===== config.mk =====
export PLATFORM = sky130hd
export DESIGN_NAME = l2_arbiter
export DESIGN_NICKNAME = d
export VERILOG_FILES = /design/src/rtl/l2_arbiter.sv
export SDC_FILE = /design/constraint.sdc
export NUM_CORES = 1
export LEC_CHECK = 0
export ABC_AREA = 1
export CORE_MARGIN = 2
export CORE_UTILIZATION = 23
export CTS_CLUSTER_DIAMETER = 120
export CTS_CLUSTER_SIZE = 14
export DETAILED_ROUTE_END_ITERATION = 7
export GPL_TIMING_DRIVEN = 0
export PLACE_DENSITY = 0.79
export SETUP_SLACK_MARGIN = 0.3
export SLEW_MARGIN = 15
export SYNTH_ARGS = -nofsm -noshare
export SYNTH_HDL_FRONTEND = slang
export SYNTH_SLANG_ARGS = --single-unit

===== constraint.sdc =====
create_clock -name clk -period 1.6 [get_ports clk]
set_input_delay 0.24 -clock clk [delete_from_list [all_inputs] [get_ports clk]]
set_output_delay 0.24 -clock clk [all_outputs]
set_load 0.05 [all_outputs]

===== src/rtl/l2_arbiter.sv =====
// rtl/l2_arbiter.sv - Grants the single L2 port to icache or dcache and muxes the owner's request.
// Optional L2_ARB_RR_EN: round-robin on ties; default build gives dcache priority.
module l2_arbiter #(
    parameter int ADDR_W   = 28,
    parameter int TURN_CYC = 1
) (
    input  logic              clk,
    input  logic              rst,
    input  logic              irq,
    input  logic [ADDR_W-1:0] ic_l2_addr,
    input  logic              ic_rw,
    input  logic              drq,
    input  logic [ADDR_W-1:0] dc_l2_addr,
    input  logic              dc_rw,
    output logic              ic_en,
    output logic              dc_en,
    output logic              l2_req,
    output logic [ADDR_W-1:0] l2_addr,
    output logic              l2_rw,
    output logic              last_owner
);

    localparam int CNT_W = (TURN_CYC > 1) ? $clog2(TURN_CYC) : 1;

    typedef enum logic [1:0] {
        ARB_IDLE = 2'd0,
        ARB_IC   = 2'd1,
        ARB_DC   = 2'd2,
        ARB_TURN = 2'd3
    } arb_state_t;

    arb_state_t       state, state_next;
    logic [CNT_W-1:0] turn_cnt, cnt_next;
    logic             last_next;

    always_ff @(posedge clk) begin
        if (rst) begin
            state      <= ARB_IDLE;
            turn_cnt   <= '0;
            last_owner <= 1'b0;
        end else begin
            state      <= state_next;
            turn_cnt   <= cnt_next;
            last_owner <= last_next;
        end
    end

    always_comb begin
        state_next = state;
        cnt_next   = turn_cnt;
        last_next  = last_owner;
        case (state)
            ARB_IDLE: begin
                if (irq && drq) begin
`ifdef L2_ARB_RR_EN
                    if (last_owner) begin
                        state_next = ARB_IC;
                        last_next  = 1'b0;
                    end else begin
                        state_next = ARB_DC;
                        last_next  = 1'b1;
                    end
`else
                    state_next = ARB_DC;
                    last_next  = 1'b1;
`endif
                end else if (irq) begin
                    state_next = ARB_IC;
                    last_next  = 1'b0;
                end else if (drq) begin
                    state_next = ARB_DC;
                    last_next  = 1'b1;
                end
            end
            ARB_IC: begin
                if (!irq) begin
                    state_next = ARB_TURN;
                    cnt_next   = CNT_W'(TURN_CYC - 1);
                end
            end
            ARB_DC: begin
                if (!drq) begin
                    state_next = ARB_TURN;
                    cnt_next   = CNT_W'(TURN_CYC - 1);
                end
            end
            ARB_TURN: begin
                // Requests are deliberately not looked at until the bus has been quiet long enough.
                if (turn_cnt == '0) begin
                    state_next = ARB_IDLE;
                end else begin
                    cnt_next = turn_cnt - 1'b1;
                end
            end
            default: state_next = ARB_IDLE;
        endcase
    end

    always_comb begin
        ic_en   = (state == ARB_IC);
        dc_en   = (state == ARB_DC);
        l2_req  = (ic_en & irq) | (dc_en & drq);
        l2_addr = '0;
        l2_rw   = 1'b0;
        if (ic_en) begin
            l2_addr = ic_l2_addr;
            l2_rw   = ic_rw;
        end else if (dc_en) begin
            l2_addr = dc_l2_addr;
            l2_rw   = dc_rw;
        end
    end

endmodule

==> flow_summary.json, run 1 <==
{
  "ioPinCount": 95,
  "grt_start_max_net_pins": 11,
  "netlist_top_cells_area": "nand2_1, nand3_1, dfxtp_1",
  "gp_congestion": 0.769,
  "cts_buffer_depth": 2,
  "yosysSeqAreaShare": 0.0949,
  "syn_area_per_cell_um2": 4.91,
  "worst-ep-kind": "primary output",
  "synthCells": 129,
  "async_flop_share": 0,
  "syn_nets": 194,
  "holdBufCountCts": 0,
  "start_util": 0.236,
  "postGrtWorstEndpoint": "l2_addr[5]",
  "synthesis.area_um2": 633,
  "synth_common_cells": "nand2_1, nand3_1, inv_1, buf_4, nor2_1",
  "root_buffer": "clkbuf_4",
  "ys_types": 13,
  "post-synth-top-count-cell": "nand2_1",
  "cts_buffers": 3,
  "die_w_um": 56.5,
  "rows": 19,
  "status": "stopped before the end",
  "cts_num_sinks": 3,
  "synth-seq-cells": 3,
  "yosys.area.top_type": "nand2_1",
  "chipHeight_um": 56.5,
  "dpl.cell_count": 254,
  "lastStage": "global routing",
  "dp_slack_ns": -0.546,
  "synth-edff-count": 0,
  "ys_warn_count": 0,
  "synth_top_area_share": 0.403,
  "yosys_most_used_dff": "dfxtp_1",
  "port_buffers": 94,
  "htree_num_levels": 1,
  "dp.final_hpwl_um": 2730,
  "tool.error": "[ERROR DPL-0038] Utilization greater than 100%, impossible to legalize"
}
metrics by stage:
step                      TNS, ns  area, µm²  hold WS (ns)
after floorplan                 0        981         0.309
after global placement     -13.66       1960         0.464
after detailed placement   -14.17       1960         0.497
after CTS                   -1.79       2330         0.506
timing repair:
item,CTS
resized for setup,280
pin swaps,1
setup buffers,5
endpoints found under the setup margin,33
gates cloned,3
logic make-up after synthesis:
| logic type | Yosys count | share of synthesized area |
|---|---|---|
| simple gates | 103 | 0.674 |
| buf+inv | 17 | 0.148 |
| compound gates | 3 | 0.0237 |
| fa+ha+maj | 3 | 0.0593 |
| flops | 3 | 0.0949 |
==> inputs of run 2 (changes only) <==
==> config.mk (replaced) <==
export PLATFORM = sky130hd
export DESIGN_NAME = l2_arbiter
export DESIGN_NICKNAME = d
export VERILOG_FILES = /design/src/rtl/l2_arbiter.sv
export SDC_FILE = /design/constraint.sdc
export NUM_CORES = 1
export LEC_CHECK = 0
export ABC_AREA = 1
export CORE_AREA = 2 2 63 65
export DETAILED_ROUTE_END_ITERATION = 7
export DIE_AREA = 0 0 65 67
export GPL_TIMING_DRIVEN = 0
export PLACE_DENSITY_LB_ADDON = 0.15
export SLEW_MARGIN = 15
export SYNTH_ARGS = -nofsm -noshare
export SYNTH_HDL_FRONTEND = slang
export SYNTH_SLANG_ARGS = --single-unit
==> flow_summary.json, run 2 <==
{
  "start_kind": "flip-flop",
  "cts_tree": "built",
  "p_per_area_nw_per_um2": 1940,
  "period_minus_slack_ns": 1.62,
  "die-area_um2": 4360,
  "core_area_um2": 3610,
  "hold_ws_ns": 0.483,
  "synthesis.area_um2": 633,
  "async_flop_share": 0,
  "largest_register_ffs": 2,
  "yosys.area.top_type": "nand2_1",
  "p_switching_mw": 2.19,
  "start_util": 0.176,
  "port_buffers": 94,
  "antenna_left": 0,
  "fin_area_um2": 1950,
  "grt_usage": 0.151,
  "final_cell_mix": "clkdlybuf4s50_1, nand2_1, buf_6",
  "ys_warn_count": 0,
  "synth-simple-area-share": 0.674,
  "detail_route.first_pass.iterations": 4,
  "fin_nets": 299,
  "synthCells": 129,
  "cts_num_sinks": 3,
  "status": "finished with violations",
  "grt_start_max_net_pins": 11,
  "chipHeight_um": 67,
  "clkSlewWorstSetupHoldPaths_ns": 0.04,
  "synth-seq-cells": 3,
  "netlist_top_cells_area": "nand2_1, nand3_1, dfxtp_1",
  "fmax_ghz": 0.616,
  "crit_path_max_fanout": 6,
  "grt_overflow": 0,
  "worst-setup-path-type": "flip-flop to primary output",
  "synth_common_cells": "nand2_1, nand3_1, inv_1, buf_4, nor2_1",
  "synth-edff-count": 0,
  "cap_violations": 0,
  "gp_congestion": 0.691,
  "tightest_slew_ns": 0.495,
  "registers.top_by_ff_count": "state",
  "post-route-period-util": 1.02,
  "antenna_found_initial": 0,
  "crit_path_end_kind": "primary output",
  "p_int_mw": 1.58,
  "cts_buffer_depth": 2,
  "htree_num_levels": 1,
  "finClkSkew_ns": 0.00546,
  "syn_nets": 194,
  "num_antenna_cells": 0,
  "avgRoutedWirePerCell_um": 11.9,
  "post-synth-top-count-cell": "nand2_1",
  "dpl.cell_count": 271,
  "power_leakage_nw": 0.937,
  "ys_types": 13,
  "power_mw": 3.77,
  "root_buffer": "clkbuf_8",
  "slew_violations": 0,
  "reg_top3": "state: 2 flops, last_owner: 1 flops",
  "seq_power_share": 0.036,
  "relSlewSlack": 0.669,
  "dp_slack_ns": -0.607,
  "synth_xor_area_frac": 0,
  "violations": "setup timing",
  "fin_cells": 281,
  "synth_top_family_by_area": "simple AND/OR/NAND/NOR gates",
  "rsz0062_at_grt": "true",
  "areaGrowthSynthToFinish_pct": 207,
  "grt_pass1_vias": 1098,
  "grt_pass1_wl_um": 5110,
  "p_clk_frac": 0.061,
  "setup_violations": 10,
  "yosysSeqAreaShare": 0.0949,
  "syn_area_per_cell_um2": 4.91,
  "die_w_um": 65,
  "synth_compound_area_frac": 0.0237,
  "drt_iter0_markers": 26,
  "p_sw_frac": 0.580,
  "comb_power_share": 0.903,
  "fin_ws_ns": -0.0244,
  "ioPinCount": 95,
  "vias": 1151,
  "final-hold-violation-count": 0,
  "clkLatencyLatePin_ns": 0.22,
  "rows": 22,
  "finalSetupTns_ns": -0.163,
  "nFillCells": 344,
  "synth_top_area_share": 0.403,
  "drive_above_1_share": 0.339,
  "hold_class": "flip-flop to flip-flop",
  "dpl-instance-area_um2": 1690,
  "cp_data_arrival_time_ns": 1.38,
  "viasPerCell": 4.10,
  "final_util": 0.540,
  "synthAdderAreaFrac": 0.0593,
  "mostFrequentLayoutCell": "clkdlybuf4s50_1",
  "yosys_most_used_dff": "dfxtp_1",
  "dp.final_hpwl_um": 2370,
  "wl_um": 3340,
  "peakVddDrop_mv": 1.04,
  "cts_buffers": 3,
  "drc": 0,
  "cp_data_required_time_ns": 1.36,
  "synthMuxAreaShare": 0
}
[run 2: final cells by class]
cell class | count | area, µm² | area share
Clock buffer | 4 | 45.0 | 0.0232
Multi-Input combinational cell | 109 | 599 | 0.308
Buffer | 9 | 93.8 | 0.0482
Inverter | 8 | 35.0 | 0.0180
Timing Repair Buffer | 100 | 1050 | 0.540
Tap cell | 48 | 60.1 | 0.0309
Sequential cell | 3 | 62.6 | 0.0322
[run 2: path summary, 6_finish.rpt]
kind                              endpoint  depth (start not counted)  slack (ns)       start
worst max-delay path            l2_addr[1]                          8       -0.02    state[1]
worst min-delay path            last_owner                          2        0.48  last_owner
worst max register to register    state[0]                          7        0.43    state[1]
worst min register to register  last_owner                          2        0.48  last_owner
[run 2: repair_timing]
item / CTS / global route
hold buffers: 0 / 0
resized for setup: 221 / 31
setup endpoints to repair: 32 / 32
endpoints found under the hold margin: 0 / 0
cloned: 4 / 0
buffers inserted: 2 / 0
pin swaps: 15 / 7
[run 2: cells by family (layout without fill, tap and decap cells)]
family / Yosys count / in the layout
simple gates: 103 / 103
flops: 3 / 3
fa+ha+maj: 3 / 3
buf+inv: 17 / 121
compound gates: 3 / 3
[run 2: power groups by stage]
stage	combinational, mW	clock, mW	sequential [mW]
2_1_floorplan	2.00	0	0.148
3_3_place_gp	2.96	0	0.128
3_5_place_dp	2.96	0	0.128
4_1_cts	3.23	0.238	0.131
5_1_grt	3.61	0.245	0.138
6_report	3.40	0.231	0.136
[run 2: per-layer routing]
layer / GRT usage / share of wire
met1: 0.162 / 0.40
met5: 0 / 0
met2: 0.293 / 0.52
met3: 0.0304 / 0.069
met4: 0.0479 / 0.0093
[run 2: critical path: stages (launching register included)]
cell and delay, ns:
dfxtp_2 0.32, inv_2 0.05, ha_4 0.18, inv_4 0.06, buf_6 0.12, buf_8 0.13, nand3_2 0.08, nand2_2 0.07
buf_8 0.14
No activity file was read; power rests on OpenSTA's default activity.
==> inputs of run 3 (changes only) <==
--- a/config.mk
+++ b/config.mk
@@ -11,6 +11,7 @@
 export DIE_AREA = 0 0 65 67
 export GPL_TIMING_DRIVEN = 0
 export PLACE_DENSITY_LB_ADDON = 0.15
+export REMOVE_ABC_BUFFERS = 1
 export SLEW_MARGIN = 15
 export SYNTH_ARGS = -nofsm -noshare
 export SYNTH_HDL_FRONTEND = slang
==> flow_summary.json, run 3 (synthesized netlist as in run 2, its figures left out) <==
{
  "hold_class": "flip-flop to flip-flop",
  "cts_num_sinks": 3,
  "period_minus_slack_ns": 1.57,
  "finClkSkew_ns": 0.00207,
  "post-route-period-util": 0.980,
  "dpl.cell_count": 262,
  "nFillCells": 354,
  "reg_top3": "state: 2 flops, last_owner: 1 flops",
  "start_kind": "flip-flop",
  "port_buffers": 94,
  "dp_slack_ns": -1.52,
  "grt_overflow": 0,
  "rsz0062_at_grt": "true",
  "crit_path_end_kind": "primary output",
  "hold_ws_ns": 0.480,
  "slew_violations": 0,
  "chipHeight_um": 67,
  "fin_area_um2": 2020,
  "grt_pass1_wl_um": 5360,
  "final_cell_mix": "clkdlybuf4s50_1, nand2_1, buf_6",
  "grt_start_max_net_pins": 17,
  "setup_violations": 0,
  "num_antenna_cells": 0,
  "drt_iter0_markers": 33,
  "rrSetupSlack_ns": 0.30,
  "cp_data_required_time_ns": 1.36,
  "drive_above_1_share": 0.384,
  "rows": 22,
  "registers.top_by_ff_count": "state",
  "hold_depth": 2,
  "cpMaxStageDelayCell": "dfxtp_2",
  "fin_ws_ns": 0.0326,
  "cts_buffers": 3,
  "dpl-instance-area_um2": 1570,
  "viasPerCell": 4.36,
  "mostFrequentLayoutCell": "clkdlybuf4s50_1",
  "p_per_area_nw_per_um2": 1960,
  "root_buffer": "clkbuf_8",
  "cap_violations": 0,
  "htree_num_levels": 1,
  "grt_pass1_vias": 1102,
  "vias": 1220,
  "antenna_left": 0,
  "clkSlewWorstSetupHoldPaths_ns": 0.03,
  "dp.final_hpwl_um": 2250,
  "cts_buffer_depth": 2,
  "peakVddDrop_mv": 0.760,
  "tightest_slew_ns": 0.505,
  "wl_um": 3730,
  "gp_congestion": 0.716,
  "power_leakage_nw": 0.945,
  "reg2regPathDepth": 9,
  "antenna_found_initial": 0,
  "crit_path_max_fanout": 7,
  "fin_cells": 280,
  "fmax_ghz": 0.638,
  "cts_tree": "built",
  "fin_nets": 298,
  "areaGrowthSynthToFinish_pct": 219,
  "cpPeakStageDelay_ns": 0.31,
  "finalSetupTns_ns": 0,
  "grt_usage": 0.159,
  "start_util": 0.176,
  "relSlewSlack": 0.663,
  "cp_data_arrival_time_ns": 1.33,
  "crit_path_cell_trace": "inv_2 > ha_4 > buf_12 > clkinv_8 > nand3_1 > nand2_1 > buf_6",
  "die_w_um": 65,
  "status": "finished clean",
  "avgRoutedWirePerCell_um": 13.3,
  "ioPinCount": 95,
  "worst-setup-path-type": "flip-flop to primary output",
  "clkLatencyLatePin_ns": 0.21,
  "drc": 0,
  "core_area_um2": 3610,
  "die-area_um2": 4360,
  "detail_route.first_pass.iterations": 4,
  "final-hold-violation-count": 0,
  "largest_register_ffs": 2
}
[run 3: worst paths after layout]
check,end,start
hold / removal,last_owner,last_owner
setup / recovery,l2_addr[12],state[1]
hold reg to reg,last_owner,last_owner
setup reg to reg,state[0],state[1]
[run 3: routing by layer]
layer | GRT usage | up-vias | share of wire
li1 | - | 617 | -
met1 | 0.201 | 546 | 0.42
met2 | 0.274 | 57 | 0.48
met3 | 0.0405 | 0 | 0.099
met4 | 0.0239 | 0 | 0
met5 | 0 | - | 0
[run 3: critical path: cells and delay by family (launching register included)]
kind	cells	cell delay, ns
buffers and inverters	4	0.45
flip-flops	1	0.31
adder cells (fa/ha/maj)	1	0.21
AND/OR/NAND/NOR	2	0.14
[run 3: area by class of cell]
type / count / area (µm²) / area share
Multi-Input combinational cell: 109 / 627 / 0.310
Sequential cell: 3 / 62.6 / 0.0310
Timing Repair Buffer: 105 / 1140 / 0.564
Inverter: 8 / 46.3 / 0.0229
Timing Repair inverter: 3 / 38.8 / 0.0192
Clock buffer: 4 / 45.0 / 0.0223
Tap cell: 48 / 60.1 / 0.0297
[run 3: stage by stage]
step,utilization,power (mW)
finish,0.560,3.96
global route,0.560,4.15
CTS,0.487,3.53
detailed placement,0.435,2.90
global placement,0.435,2.90
floorplan,-,1.94
[run 3: repair_timing]
action                                  in CTS  in global routing
hold buffers                                 0                  0
gates resized for setup                    205                 73
endpoints found under the setup margin      34                 31
buffers inserted                            10                  1
pin swaps                                    1                 14
gates cloned                                 3                  1
[run 3: where the power goes]
part,switching [mW],internal (mW)
Combinational,2.24,1.37
Sequential,0.0220,0.109
Clock,0.0478,0.170
Total,2.31,1.65
